[src/rtl/dma_mem_responder_pkg.sv]
`default_nettype none
// +----------------------------------------------------------------------+
// | Module   : dma_mem_responder_pkg                                     |
// | Purpose  : Shared register offsets, CTRL fields, FSM state encoding  |
// |            and the byte-lane merge helper for the DMA responder.     |
// | Revision : 1.0  initial release                                      |
// +----------------------------------------------------------------------+
package dma_mem_responder_pkg;

  // Register byte offsets inside the peripheral window
  localparam logic [2:0] c_off_win_lo = 3'd0;
  localparam logic [2:0] c_off_win_hi = 3'd2;
  localparam logic [2:0] c_off_ctrl   = 3'd4;
  localparam logic [2:0] c_off_stall  = 3'd6;

  // CTRL layout: [3:0] wait states, [4] window enable
  localparam int          c_ctrl_win_en_bit = 4;
  localparam logic [15:0] c_ctrl_mask       = 16'h001F;

  // Request handshake states
  typedef enum logic [1:0] {
    ST_IDLE  = 2'd0,
    ST_WAIT  = 2'd1,
    ST_GRANT = 2'd2
  } dma_state_t;

  // Apply a 16-bit write honouring the two byte enables
  function automatic logic [15:0] byte_merge(input logic [15:0] old_val,
                                             input logic [15:0] new_val,
                                             input logic [1:0]  be);
    byte_merge = {be[1] ? new_val[15:8] : old_val[15:8],
                  be[0] ? new_val[7:0]  : old_val[7:0]};
  endfunction

endpackage
`default_nettype wire

[src/rtl/dma_mem_responder_regs.sv]
`default_nettype none
// +----------------------------------------------------------------------+
// | Module   : dma_mem_responder_regs                                    |
// | Purpose  : Peripheral-bus decoder and WIN_LO/WIN_HI/CTRL/STALL regs  |
// |            for the DMA memory responder.                             |
// | Revision : 1.0  initial release                                      |
// +----------------------------------------------------------------------+
module dma_mem_responder_regs
  import dma_mem_responder_pkg::*;
#(
  parameter logic [14:0] BASE_ADDR  = 15'h0078,
  parameter int          DEC_WD     = 3,
  parameter logic [3:0]  WS_DEFAULT = 4'd0
) (
  input  logic        mclk,
  input  logic        puc_rst,
  input  logic [13:0] per_addr,
  input  logic [15:0] per_din,
  input  logic        per_en,
  input  logic [1:0]  per_we,
  input  logic        stall_inc,
  output logic [15:0] per_dout,
  output logic [15:0] win_lo,
  output logic [15:0] win_hi,
  output logic [3:0]  ctrl_ws,
  output logic        ctrl_win_en
);

  logic [15:0]       r_win_lo;
  logic [15:0]       r_win_hi;
  logic [15:0]       r_ctrl;
  logic [15:0]       r_stall;
  logic              w_sel;
  logic              w_wr;
  logic              w_rd;
  logic [DEC_WD-1:0] w_off;

  assign w_sel = per_en & (per_addr[13:DEC_WD-1] == BASE_ADDR[14:DEC_WD]);
  assign w_off = {per_addr[DEC_WD-2:0], 1'b0};
  assign w_wr  = w_sel & (|per_we);
  assign w_rd  = w_sel & ~(|per_we);

  // Configuration registers, byte-lane writable
  always_ff @(posedge mclk or posedge puc_rst) begin
    if (puc_rst) begin
      r_win_lo <= 16'h0000;
      r_win_hi <= 16'hFFFF;
      r_ctrl   <= {12'h000, WS_DEFAULT};
    end else if (w_wr) begin
      if (w_off == DEC_WD'(c_off_win_lo)) r_win_lo <= byte_merge(r_win_lo, per_din, per_we);
      if (w_off == DEC_WD'(c_off_win_hi)) r_win_hi <= byte_merge(r_win_hi, per_din, per_we);
      if (w_off == DEC_WD'(c_off_ctrl))   r_ctrl   <= byte_merge(r_ctrl, per_din, per_we) & c_ctrl_mask;
    end
  end

  // Stall counter: saturating, cleared by any write, clear beats increment
  always_ff @(posedge mclk or posedge puc_rst) begin
    if (puc_rst) begin
      r_stall <= 16'h0000;
    end else if (w_wr && (w_off == DEC_WD'(c_off_stall))) begin
      r_stall <= 16'h0000;
    end else if (stall_inc && (r_stall != 16'hFFFF)) begin
      r_stall <= r_stall + 16'd1;
    end
  end

  // Read mux, zero when this block is not addressed
  always_comb begin
    per_dout = 16'h0000;
    if (w_rd) begin
      if (w_off == DEC_WD'(c_off_win_lo)) per_dout = r_win_lo;
      if (w_off == DEC_WD'(c_off_win_hi)) per_dout = r_win_hi;
      if (w_off == DEC_WD'(c_off_ctrl))   per_dout = r_ctrl;
      if (w_off == DEC_WD'(c_off_stall))  per_dout = r_stall;
    end
  end

  assign win_lo      = r_win_lo;
  assign win_hi      = r_win_hi;
  assign ctrl_ws     = r_ctrl[3:0];
  assign ctrl_win_en = r_ctrl[c_ctrl_win_en_bit];

endmodule
`default_nettype wire

[src/rtl/dma_mem_responder.sv]
`default_nettype none
// +----------------------------------------------------------------------+
// | Module   : dma_mem_responder                                         |
// | Purpose  : openMSP430 DMA target serving a private single-port RAM,  |
// |            with wait states, CPU contention and window errors.       |
// | Revision : 1.0  initial release                                      |
// +----------------------------------------------------------------------+
module dma_mem_responder
  import dma_mem_responder_pkg::*;
#(
  parameter logic [14:0] BASE_ADDR  = 15'h0078,
  parameter int          DEC_WD     = 3,
  parameter logic [15:0] DMEM_BASE  = 16'h0200,
  parameter int          DMEM_AW    = 10,
  parameter logic [3:0]  WS_DEFAULT = 4'd0
) (
  input  logic               mclk,
  input  logic               puc_rst,
  input  logic [13:0]        per_addr,
  input  logic [15:0]        per_din,
  input  logic               per_en,
  input  logic [1:0]         per_we,
  output logic [15:0]        per_dout,
  input  logic [14:0]        dma_addr,
  input  logic [15:0]        dma_din,
  input  logic               dma_en,
  input  logic [1:0]         dma_we,
  input  logic               dma_priority,
  output logic [15:0]        dma_dout,
  output logic               dma_ready,
  output logic               dma_resp,
  input  logic               cpu_dmem_busy,
  output logic [DMEM_AW-1:0] dmem_addr,
  output logic               dmem_cen,
  output logic [1:0]         dmem_wen,
  output logic [15:0]        dmem_din,
  input  logic [15:0]        dmem_dout
);

  // One past the last RAM byte, kept 17 bits wide so the compare is exact
  localparam logic [16:0] c_dmem_end = {1'b0, DMEM_BASE} + (17'd1 << (DMEM_AW + 1));

  dma_state_t  r_state;
  dma_state_t  w_state_nxt;
  logic [3:0]  r_cnt;
  logic [3:0]  w_cnt_nxt;
  logic        w_grant_phase;
  logic        w_arb_ok;
  logic        w_accept;
  logic        w_err;
  logic        w_access;
  logic [15:0] w_baddr;
  logic [15:0] w_win_lo;
  logic [15:0] w_win_hi;
  logic [3:0]  w_ws;
  logic        w_win_en;
  logic        r_resp;
  logic        r_rd_pend;
  logic        r_rd_err;
  logic [15:0] r_dout;
  logic [15:0] w_dout;

  dma_mem_responder_regs #(
    .BASE_ADDR  (BASE_ADDR),
    .DEC_WD     (DEC_WD),
    .WS_DEFAULT (WS_DEFAULT)
  ) u_regs (
    .mclk        (mclk),
    .puc_rst     (puc_rst),
    .per_addr    (per_addr),
    .per_din     (per_din),
    .per_en      (per_en),
    .per_we      (per_we),
    .stall_inc   (dma_en & ~dma_ready),
    .per_dout    (per_dout),
    .win_lo      (w_win_lo),
    .win_hi      (w_win_hi),
    .ctrl_ws     (w_ws),
    .ctrl_win_en (w_win_en)
  );

  // The CPU port wins unless the DMA request is marked high priority
  assign w_arb_ok = dma_en & (~cpu_dmem_busy | dma_priority);

  // Next-state and grant phase; a zero-wait request or an expired countdown grants in the same cycle
  always_comb begin
    w_state_nxt   = r_state;
    w_cnt_nxt     = r_cnt;
    w_grant_phase = 1'b0;
    case (r_state)
      ST_IDLE: begin
        if (dma_en) begin
          if (w_ws == 4'd0) begin
            w_grant_phase = 1'b1;
            if (!w_arb_ok) w_state_nxt = ST_GRANT;
          end else begin
            w_state_nxt = ST_WAIT;
            w_cnt_nxt   = w_ws - 4'd1;
          end
        end
      end
      ST_WAIT: begin
        if (!dma_en) begin
          w_state_nxt = ST_IDLE;
        end else if (r_cnt == 4'd0) begin
          w_grant_phase = 1'b1;
          w_state_nxt   = w_arb_ok ? ST_IDLE : ST_GRANT;
        end else begin
          w_cnt_nxt = r_cnt - 4'd1;
        end
      end
      ST_GRANT: begin
        w_grant_phase = 1'b1;
        if (!dma_en || w_arb_ok) w_state_nxt = ST_IDLE;
      end
      default: begin
        w_state_nxt = ST_IDLE;
      end
    endcase
  end

  // Handshake state register
  always_ff @(posedge mclk or posedge puc_rst) begin
    if (puc_rst) begin
      r_state <= ST_IDLE;
      r_cnt   <= 4'd0;
    end else begin
      r_state <= w_state_nxt;
      r_cnt   <= w_cnt_nxt;
    end
  end

  // Reset forces ready low at once, which also drops every RAM strobe
  assign dma_ready = w_grant_phase & w_arb_ok & ~puc_rst;
  assign w_accept  = dma_en & dma_ready;

  assign w_baddr  = {dma_addr, 1'b0};
  assign w_err    = (w_win_en & ((w_baddr < w_win_lo) | (w_baddr >= w_win_hi)))
                  | (w_baddr < DMEM_BASE)
                  | ({1'b0, w_baddr} >= c_dmem_end);
  assign w_access = w_accept & ~w_err;

  assign dmem_cen  = ~w_access;
  assign dmem_wen  = w_access ? ~dma_we : 2'b11;
  assign dmem_din  = dma_din;
  assign dmem_addr = DMEM_AW'(dma_addr - DMEM_BASE[15:1]);

  // Read data is taken straight from the RAM in the cycle after the accept, then held
  assign w_dout   = r_rd_pend ? dmem_dout : (r_rd_err ? 16'h0000 : r_dout);
  assign dma_dout = w_dout;
  assign dma_resp = r_resp;

  // Response flags and read-data holding register
  always_ff @(posedge mclk or posedge puc_rst) begin
    if (puc_rst) begin
      r_resp    <= 1'b0;
      r_rd_pend <= 1'b0;
      r_rd_err  <= 1'b0;
      r_dout    <= 16'h0000;
    end else begin
      r_resp    <= w_accept & w_err;
      r_rd_pend <= w_access & (dma_we == 2'b00);
      r_rd_err  <= w_accept & w_err & (dma_we == 2'b00);
      r_dout    <= w_dout;
    end
  end

endmodule
`default_nettype wire

[config.mk]
export PLATFORM = sky130hd
export DESIGN_NAME = dma_mem_responder
export DESIGN_NICKNAME = d
export VERILOG_FILES = /design/src/rtl/dma_mem_responder_pkg.sv /design/src/rtl/dma_mem_responder_regs.sv /design/src/rtl/dma_mem_responder.sv
export SDC_FILE = /design/constraint.sdc
export NUM_CORES = 1
export LEC_CHECK = 0
export CORE_MARGIN = 3
export CORE_UTILIZATION = 50
export CTS_CLUSTER_DIAMETER = 120
export DETAILED_ROUTE_END_ITERATION = 12
export PLACE_DENSITY = 0.9
export SYNTH_ARGS = -nofsm -noshare
export SYNTH_HDL_FRONTEND = slang
export SYNTH_HIERARCHICAL = 1
export SYNTH_SLANG_ARGS = --single-unit
[constraint.sdc]
create_clock -name mclk -period 6.9 [get_ports mclk]
set_clock_uncertainty 0.05 [all_clocks]
set_input_delay 1.38 -clock mclk [delete_from_list [all_inputs] [get_ports mclk]]
set_output_delay 1.38 -clock mclk [all_outputs]
set_load 0.02 [all_outputs]
After elaboration in Yosys (flattened, before gate mapping)
Index checks and enable logic that the tools add are counted.
{"block": "totals", "reg_bits": 78, "input_bits": 87, "output_inout_bits": 63, "elab_cells": 105}
{"block": "op_classes", "n_addsub": 4, "magnitude_cmp": 4, "n_eq_ne": 14, "n_mux": 28, "n_bitwise": 24, "n_reduce_logical": 19}
{"operator": "2-to-1 mux 16 bit", "count": 9}
{"operator": "adder 16 x 1 -> 16 bit (second input constant)", "count": 1}
{"operator": "greater-or-equal comparator 16 x 12 -> 1 bit (second input constant)", "count": 1}
{"operator": "greater-or-equal comparator 16 bit", "count": 1}
{"operator": "less-than comparator 16 x 10 -> 1 bit (second input constant)", "count": 1}
{"operator": "less-than comparator 16 bit", "count": 1}
{"operator": "2-to-1 mux 2 bit", "count": 8}
{"operator": "2-to-1 mux 4 bit", "count": 4}
{"operator": "!= test 16 bit (second input constant)", "count": 1}
{"operator": "AND reduction 3 bit", "count": 5}
{"operator": "AND 1 bit", "count": 13}
{"operator": "== test 12 x 4 -> 1 bit (second input constant)", "count": 1}
{"operator": "!= test 2 bit (second input constant)", "count": 5}
{"operator": "subtractor 10 x 9 -> 10 bit (second input constant)", "count": 1}
{"operator": "logical NOT 4 bit", "count": 2}
{"operator": "one-hot mux 4 bit (2 select lines)", "count": 1}
{"operator": "subtractor 4 x 1 -> 4 bit (second input constant)", "count": 2}
{"operator": "== test 2 bit (second input constant)", "count": 3}
{"operator": "!= test 3 bit (second input constant)", "count": 2}
{"operator": "NOT 1 bit", "count": 6}
{"operator": "one-hot mux 2 bit (3 select lines)", "count": 1}
{"operator": "AND reduction 5 bit", "count": 1}
{"operator": "== test 2 x 1 -> 1 bit (second input constant)", "count": 2}
{"operator": "logical NOT 2 bit", "count": 2}
{"operator": "other kinds (11)", "count": 19}

Depth between registers and ports, before layout
Gate-level depths: netlist of run 1.
{"block": "depth", "word_depth": 11, "depth_mapped": 9, "ltp_nobuf": 8}

By module
The synthesis of run 1 kept the hierarchy.
{"mod": "dma_mem_responder_regs", "instances": 1, "cells_each": 246, "area_per_inst_um2": 2847.7, "seq_area_each_um2": 1346.3}
{"mod": "dma_mem_responder", "instances": 1, "cells_each": 233, "area_per_inst_um2": 2074.5, "seq_area_each_um2": 625.6}

Least setup slack after synthesis of run 1
OpenSTA, ideal clock, no wires.
{"block": "synth_timing", "path_type": "input to output", "start": "in per_addr[10]", "end": "out per_dout[10]", "arrival_time_ns": 2.887, "setup_slack_ns": 2.583, "stages": 6, "path_buffers": 2, "cell_sequence": "nor3_1 nand4_4 or3_1 clkbuf_1 buf_2 nor2_1"}
{"block": "synth_between", "elab_chain_len": 4}
{"element": "start: declaration", "line": "dma_mem_responder.sv:19", "source": "input logic [13:0] per_addr,"}
{"element": "== test 12 x 4 -> 1 bit", "line": "dma_mem_responder_regs.sv:38", "source": "assign w_sel = per_en & (per_addr[13:DEC_WD-1] == BASE_ADDR[14:DEC_WD]);"}
{"element": "AND 1 bit", "line": "dma_mem_responder_regs.sv:38"}
{"element": "AND 1 bit", "line": "dma_mem_responder_regs.sv:41", "source": "assign w_rd = w_sel & ~(|per_we);"}
{"element": "2-to-1 mux 16 bit", "line": "dma_mem_responder_regs.sv:70", "source": "if (w_rd) begin"}
{"element": "end: declaration", "line": "dma_mem_responder.sv:23", "source": "output logic [15:0] per_dout,"}
Every way passes these cells.

Worst setup path after layout of run 1
{"block": "layout_timing", "start": "in dma_addr[0]", "end": "out dmem_wen[1]"}
{"block": "layout_between", "elab_chain_len": 8}
{"element": "start: declaration", "line": "dma_mem_responder.sv:24", "source": "input logic [14:0] dma_addr,"}
{"element": "less-than comparator 16 bit / greater-or-equal comparator 16 bit (equally long branches)", "line": "dma_mem_responder.sv:138", "source": "assign w_err = (w_win_en & ((w_baddr < w_win_lo) | (w_baddr >= w_win_hi)))"}
{"element": "OR 1 bit", "line": "dma_mem_responder.sv:138"}
{"element": "AND 1 bit", "line": "dma_mem_responder.sv:138"}
{"element": "OR 1 bit", "line": "dma_mem_responder.sv:139", "source": "| (w_baddr < DMEM_BASE)"}
{"element": "OR 1 bit (*)", "line": "dma_mem_responder.sv:140", "source": "| ({1'b0, w_baddr} >= c_dmem_end);"}
{"element": "NOT 1 bit (*)", "line": "dma_mem_responder.sv:141", "source": "assign w_access = w_accept & ~w_err;"}
{"element": "AND 1 bit (*)", "line": "dma_mem_responder.sv:141"}
{"element": "2-to-1 mux 2 bit (*)", "line": "dma_mem_responder.sv:144", "source": "assign dmem_wen = w_access ? ~dma_we : 2'b11;"}
{"element": "end: declaration", "line": "dma_mem_responder.sv:35", "source": "output logic [1:0] dmem_wen,"}
Mark *: on every way between the ends. The rest lies on a longest branch, timed or not.

==> run_results.csv, run 1 <==
group,metric,value,unit
floorplanning,die_h,105,um
power,power_density,164,mW/mm^2
logic_synthesis,async_reset_ff_share,100,%
logic_synthesis,synth_edf_count,0,
logic_synthesis,avgSynthCellArea,10.3,um^2
power,peakVddDrop,0.131,mV
sta,finalCriticalPeriod,5.41,ns
floorplanning,core,0.00942,mm^2
logic_synthesis,synthAdderAreaFrac,8.39,%
logic_synthesis,yosys.area.top_type,"dfrtp_1",
power,internal_power,733,uW
cts,ctsResizeCount,0,
setup_path,worstPathRequired,5.47,ns
detailed_routing,routed-via-count,4206,
sta,tns,0,ns
setup_path,crit_type,"primary input to output pin",
floorplanning,io_pins,150,
cts,cts_max_path_buffers,2,
setup_path,crit_fanout,6,
placement,gp_congestion,0.942,
cts,post_cts_buffers,0,
placement,place.detailed.hpwl,10500,um
power,power_frac_seq,49.3,%
sta,fin_crit_sh,78.4,%
power,power_leakage,2.61,nW
logic_synthesis,yosysUniqueCellTypes,59,
detailed_routing,drt-initial-drc-count,235,
detailed_routing,wl,13300,um
placement,port_buffers,117,
logic_synthesis,synth_seq_area_share,40.1,%
logic_synthesis,syn_area,0.00492,mm^2
cts,cts_tree,"yes",
sta,slew_viol_final,0,
sta,setup_viol,0,
logic_synthesis,synth_compound_area_share,13.1,%
detailed_routing,drcViolationCount,0,
final_layout,antenna_cells,0,
setup_path,start_kind,"primary input",
cts,worstSkewPairLatency,0.35,ns
logic_synthesis,synth_ff_type,"dfrtp_1",
logic_synthesis,synth_top_family_by_area,"simple AND/OR/NAND/NOR gates",
global_route,grt_pass1_vias,4262,
detailed_routing,firstDrtPassIters,5,
sta,worst_slack,1.49,ns
logic_synthesis,synth_area_leaders,"dfrtp_1, dfstp_2, mux2_2",
cts,clk_pin_slew,0.09,ns
final_layout,stdcell_count,705,
sta,final-hold-violation-count,0,
logic_synthesis,synthSimpleGateAreaFrac,16.2,%
sta,fmax,0.185,GHz
power,p_sw_share,28.4,%
logic_synthesis,synth_mux_area_share,13.6,%
detailed_routing,wl_per_cell,18.9,um
global_route,grt_max_degree,54,
power,p_clk_share,34.5,%
cts,cts_max_level,3,
setup_path,worstPathArrival,3.98,ns
cts,clkSinkCount,78,
power,switchingPower,290,uW
outcome,status,"complete, no violations",
floorplanning,row_count,35,
power,p_comb_share,16.2,%
global_route,grt_first_pass_wirelength,21500,um
global_route,grt_antenna_before_repair,0,
setup_path,cp-end-kind,"output pin",
global_route,grt_usage,24.2,%
floorplanning,initial_core_util,52.3,%
job,drv_cap,0,
sta,worst_pin_slew,1.10,ns
cts,holdBufCountCts,0,
logic_synthesis,synth.net_count,599,
logic_synthesis,synthCells,479,
cts,cts_root_buf,"clkbuf_8",
placement,dp.cells,689,
final_layout,fin_nets,691,
global_route,grt_overflow,0,
logic_synthesis,synth_top_area_share,31.5,%
final_layout,drive_gt1_share,16.1,%
cts,cts_made_buffers,9,
detailed_routing,ant_nets,0,
floorplanning,dieWidth,105,um
final_layout,area_growth,26.5,%
sta,rsz0062_at_grt,"no",
sta,slew_headroom,26.5,%
logic_synthesis,synth-xor-area-share,0.178,%
floorplanning,dieArea,0.0111,mm^2
logic_synthesis,synth_seq_cells,78,
final_layout,fillers,722,
detailed_routing,vias_per_cell,5.97,
logic_synthesis,ys_warn_count,6,
worst_hold_path,hp-class,"flip-flop to flip-flop",
final_layout,seq_area,0.00197,mm^2
placement,dpl_worst_slack,1.48,ns
final_layout,multi_input_area,0.00254,mm^2
## flip-flops by register name (all words and copies together), names as in the netlist
register	flops
r_dout	16
u_regs/r_stall	16
u_regs/win_hi	16
u_regs/win_lo	16
u_regs/r_ctrl	5
r_cnt	4
r_state	2
dma_resp	1
r_rd_err	1
r_rd_pend	1
## cell usage after synthesis, types with 15 or more instances
master	count
inv_1	43
nor2_1	33
ha_1	33
o21ai_0	18
dfrtp_1	62
a22o_1	15
nand2_1	15
dfstp_2	16
a21oi_1	40
buf_4	25
nand4_1	15
mux2_2	37
## worst paths after layout
check,start,slack [ns],to,cells after the start
worst max-delay path,dma_addr[0],1.49,dmem_wen[1],8
worst min-delay path,r_dout[8],0.45,r_dout[8],1
worst max register to register,r_cnt[0],4.23,u_regs/r_stall[15],8
worst min register to register,r_dout[8],0.45,r_dout[8],1
max in group asynchronous,puc_rst,4.46,u_regs/r_stall[7],2
min in group asynchronous,puc_rst,1.58,r_cnt[0],2
## final cells by class
cell class / count / share of cell area (%)
repair buffers: 119 / 19.1
well taps: 129 / 2.59
clock buffers: 9 / 1.99
multi-input cells: 319 / 40.7
inverters: 44 / 2.65
clock inverters: 7 / 1.29
flip-flops and latches: 78 / 31.7
## layer usage
metal	wire, um	part of all wire [%]	vias to the layer above	track usage [%]
met3	1130	8.5	23	5.70
met1	5290	40	2050	29.2
li1	-	-	1913	-
met4	212	1.6	0	8.06
met5	0	0	-	0
met2	6700	50	220	42.3
## cell families after synthesis
kind of cell	count (synthesis)
and+or+nand+nor	129
DFF	78
muxes	56
xor gates and xnor gates	1
adders and majority gates	33
AOI/OAI and AO/OA	100
buffers and inverters	82
## critical path: stages
cell             delay [ns]
clkdlybuf4s50_1        0.56
ha_1                   0.25
nor2b_1                0.13
o211ai_1               0.20
a2111oi_0              0.16
o41ai_2                0.53
nand4_1                0.18
clkdlybuf4s50_1        0.57
## power groups by stage
stage               clock network [mW]  logic, mW  registers (mW)
finish                           0.353      0.165           0.504
floorplan                            0      0.101           0.501
CTS                              0.360      0.166           0.502
global route                     0.375      0.180           0.506
detailed placement                   0      0.165           0.510
global placement                     0      0.157           0.508
## layout by cell type (no fill, tap or decap), drive strengths merged, types with 4 or more instances in the layout
master	n
clkdlybuf4s50	117
dfrtp	62
inv	48
a21oi	41
mux2	37
nor2	33
ha	33
o21ai	19
nand4	18
dfstp	16
nand2	16
a22o	15
mux2i	14
nand3	12
or3	10
clkbuf	9
nor2b	8
nor4	6
and3	5
mux4	5
or4	5
o31ai	4
o2111ai	4
## per-stage QoR
| stage | cell area, um^2 | total power [mW] | hold slack, ns | util, % |
|---|---|---|---|---|
| after floorplan | 4920 | 0.602 | 0.399 | - |
| after global placement | 6020 | 0.665 | 0.417 | 63.9 |
| after detailed placement | 6020 | 0.675 | 0.432 | 63.9 |
| after CTS | 6220 | 1.03 | 0.454 | 66.1 |
| after global routing | 6220 | 1.06 | 0.460 | 66.1 |
| final | 6220 | 1.02 | 0.450 | 66.1 |
(Power assumes the default switching activity.)
==> run 2, diff against run 1 <==
--- a/config.mk
+++ b/config.mk
@@ -6,10 +6,10 @@
 export NUM_CORES = 1
 export LEC_CHECK = 0
 export CORE_MARGIN = 3
-export CORE_UTILIZATION = 50
+export CORE_UTILIZATION = 43
 export CTS_CLUSTER_DIAMETER = 120
 export DETAILED_ROUTE_END_ITERATION = 12
-export PLACE_DENSITY = 0.9
+export PLACE_DENSITY = 0.82
 export SYNTH_ARGS = -nofsm -noshare
 export SYNTH_HDL_FRONTEND = slang
 export SYNTH_HIERARCHICAL = 1
==> constraint.sdc (replaced) <==
create_clock -name mclk -period 4.4 [get_ports mclk]
set_clock_uncertainty 0.05 [all_clocks]
set_input_delay 0.88 -clock mclk [delete_from_list [all_inputs] [get_ports mclk]]
set_output_delay 0.88 -clock mclk [all_outputs]
set_load 0.02 [all_outputs]
==> run_results.csv, run 2 (synthesis results as in run 1) <==
group,metric,value,unit
detailed_routing,drt-initial-drc-count,317,
detailed_routing,routed-via-count,4130,
sta,setup_viol,0,
cts,clk_pin_slew,0.06,ns
cts,post_cts_buffers,0,
cts,cts_max_path_buffers,2,
setup_path,cp-end-kind,"output pin",
floorplanning,initial_core_util,44.6,%
global_route,grt_antenna_before_repair,0,
detailed_routing,firstDrtPassIters,6,
sta,slew_headroom,24.2,%
setup_path,crit_fanout,6,
final_layout,final_common_cell,"clkdlybuf4s50_1",
worst_hold_path,min-delay-start,"r_cnt[3]",
sta,fin_crit_sh,97.4,%
setup_path,start_kind,"primary input",
worst_hold_path,hp-class,"flip-flop to flip-flop",
setup_path,critPathSlowestCell,"clkdlybuf4s50_1",
detailed_routing,wl_per_cell,18.4,um
cts,cts_made_buffers,9,
power,power_leakage,2.70,nW
final_layout,final_area,0.00643,mm^2
final_layout,drive_gt1_share,16.8,%
global_route,grt_pass1_vias,4279,
final_layout,fin_nets,698,
cts,cts_tree,"yes",
cts,clkSinkCount,78,
floorplanning,dieArea,0.0128,mm^2
power,power,1.85,mW
sta,finalCriticalPeriod,4.28,ns
placement,port_buffers,117,
detailed_routing,wl,13300,um
power,peakVddDrop,0.166,mV
setup_path,crit_start,"dma_addr[14]",
setup_path,r2r_start,"u_regs/r_ctrl[1]",
cts,worstSkewPairLatency,0.33,ns
placement,place.detailed.hpwl,10300,um
sta,worst_pin_slew,1.13,ns
job,drv_cap,0,
final_layout,most-common-layout-cells,"clkdlybuf4s50_1, dfrtp_1, inv_1",
final_layout,antenna_cells,0,
final_layout,utilization,58.3,%
cts,holdBufCountCts,0,
sta,rsz0062_at_grt,"no",
global_route,grt_max_degree,54,
setup_path,worstPathArrival,3.35,ns
sta,slew_viol_final,0,
floorplanning,core,0.0110,mm^2
outcome,status,"complete, no violations",
floorplanning,dieWidth,113,um
setup_path,max_stage_delay,0.56,ns
sta,final-hold-violation-count,0,
setup_path,crit_top_cell,"clkdlybuf4s50_1",
setup_path,worstPathRequired,3.47,ns
power,power_density,287,mW/mm^2
setup_path,crit_type,"primary input to output pin",
placement,placed_area,0.00610,mm^2
final_layout,area_growth,30.7,%
detailed_routing,drcViolationCount,0,
global_route,grt_first_pass_wirelength,21200,um
setup_path,crit_path_cell_trace,"clkdlybuf4s50_1 -> ha_1 -> nand4_1 -> a2111o_1 -> a31oi_1 -> buf_4 -> nand3_1 -> clkdlybuf4s50_1",
detailed_routing,vias_per_cell,5.71,
floorplanning,die_h,113,um
sta,fmax,0.233,GHz
sta,tns,0,ns
floorplanning,row_count,38,
cts,cts_max_level,3,
placement,gp_congestion,0.917,
floorplanning,io_pins,150,
global_route,grt_usage,20.8,%
sta,hold-worst-slack,0.445,ns
detailed_routing,ant_nets,0,
cts,cts_root_buf,"clkbuf_16",
global_route,grt_overflow,0,
run 2: cell types whose count changed in the layout (fill, tap and decap cells not counted), sizes merged:
| cell | delta |
|---|---|
| buf | +7 |
| bufinv | +1 |
| clkdlybuf4s50 | -2 |
| inv | -3 |
| clkinvlp | -1 |
| dlymetal6s2s | +2 |
| clkbuf | +3 |
run 2: where the power goes:
group,total (mW),internal (mW),switching (mW)
logic,0.267,0.136,0.131
clock network,0.788,0.499,0.290
registers,0.790,0.747,0.0437
total,1.85,1.38,0.464
run 2: path summary, 6_finish.rpt:
path                       slack (ns)            endpoint  cells past startpoint
setup reg to reg                 1.82  u_regs/r_stall[14]                      8
hold / removal                   0.44            r_cnt[3]                      2
min in group asynchronous        1.08          r_dout[13]                      2
max in group asynchronous        2.42    u_regs/win_lo[9]                      2
setup / recovery                 0.12            dmem_cen                      8
hold reg to reg                  0.44            r_cnt[3]                      2
run 2: per-stage QoR:
step / cells / setup WS (ns)
3_5_place_dp: 707 / 0.0140
3_3_place_gp: 707 / 0.0998
5_1_grt: 723 / 0.0297
4_1_cts: 723 / 0.0962
2_1_floorplan: 479 / 1.08
6_report: 723 / 0.115
run 2: cell type report:
| cell class | count | area, um^2 |
|---|---|---|
| inverters | 44 | 165 |
| clock buffers | 12 | 236 |
| clock inverters | 4 | 73.8 |
| fillers | 909 | 4600 |
| well taps | 140 | 175 |
| multi-input cells | 319 | 2550 |
| flip-flops and latches | 78 | 1970 |
| repair buffers | 126 | 1260 |
run 2: per-layer routing:
layer | share of wire (%) | up-vias | GRT usage, %
met2 | 49 | 208 | 36.0
met5 | 0 | - | 0
li1 | - | 1921 | -
met1 | 40 | 1976 | 25.4
met3 | 8.5 | 25 | 4.97
met4 | 1.7 | 0 | 7.21
run 2: what timing repair did:
item,in CTS,in global routing
endpoints found under the setup margin,1,3
resized for setup,2,3
pin swaps,1,0
run 2: worst max-delay path, delay by kind of cell:
kind | cells | cell delay [ns]
buffers and inverters | 3 | 1.22
AO/OA/AOI/OAI | 2 | 0.64
adder cells (fa/ha/maj) | 1 | 0.34
AND/OR/NAND/NOR | 2 | 0.28
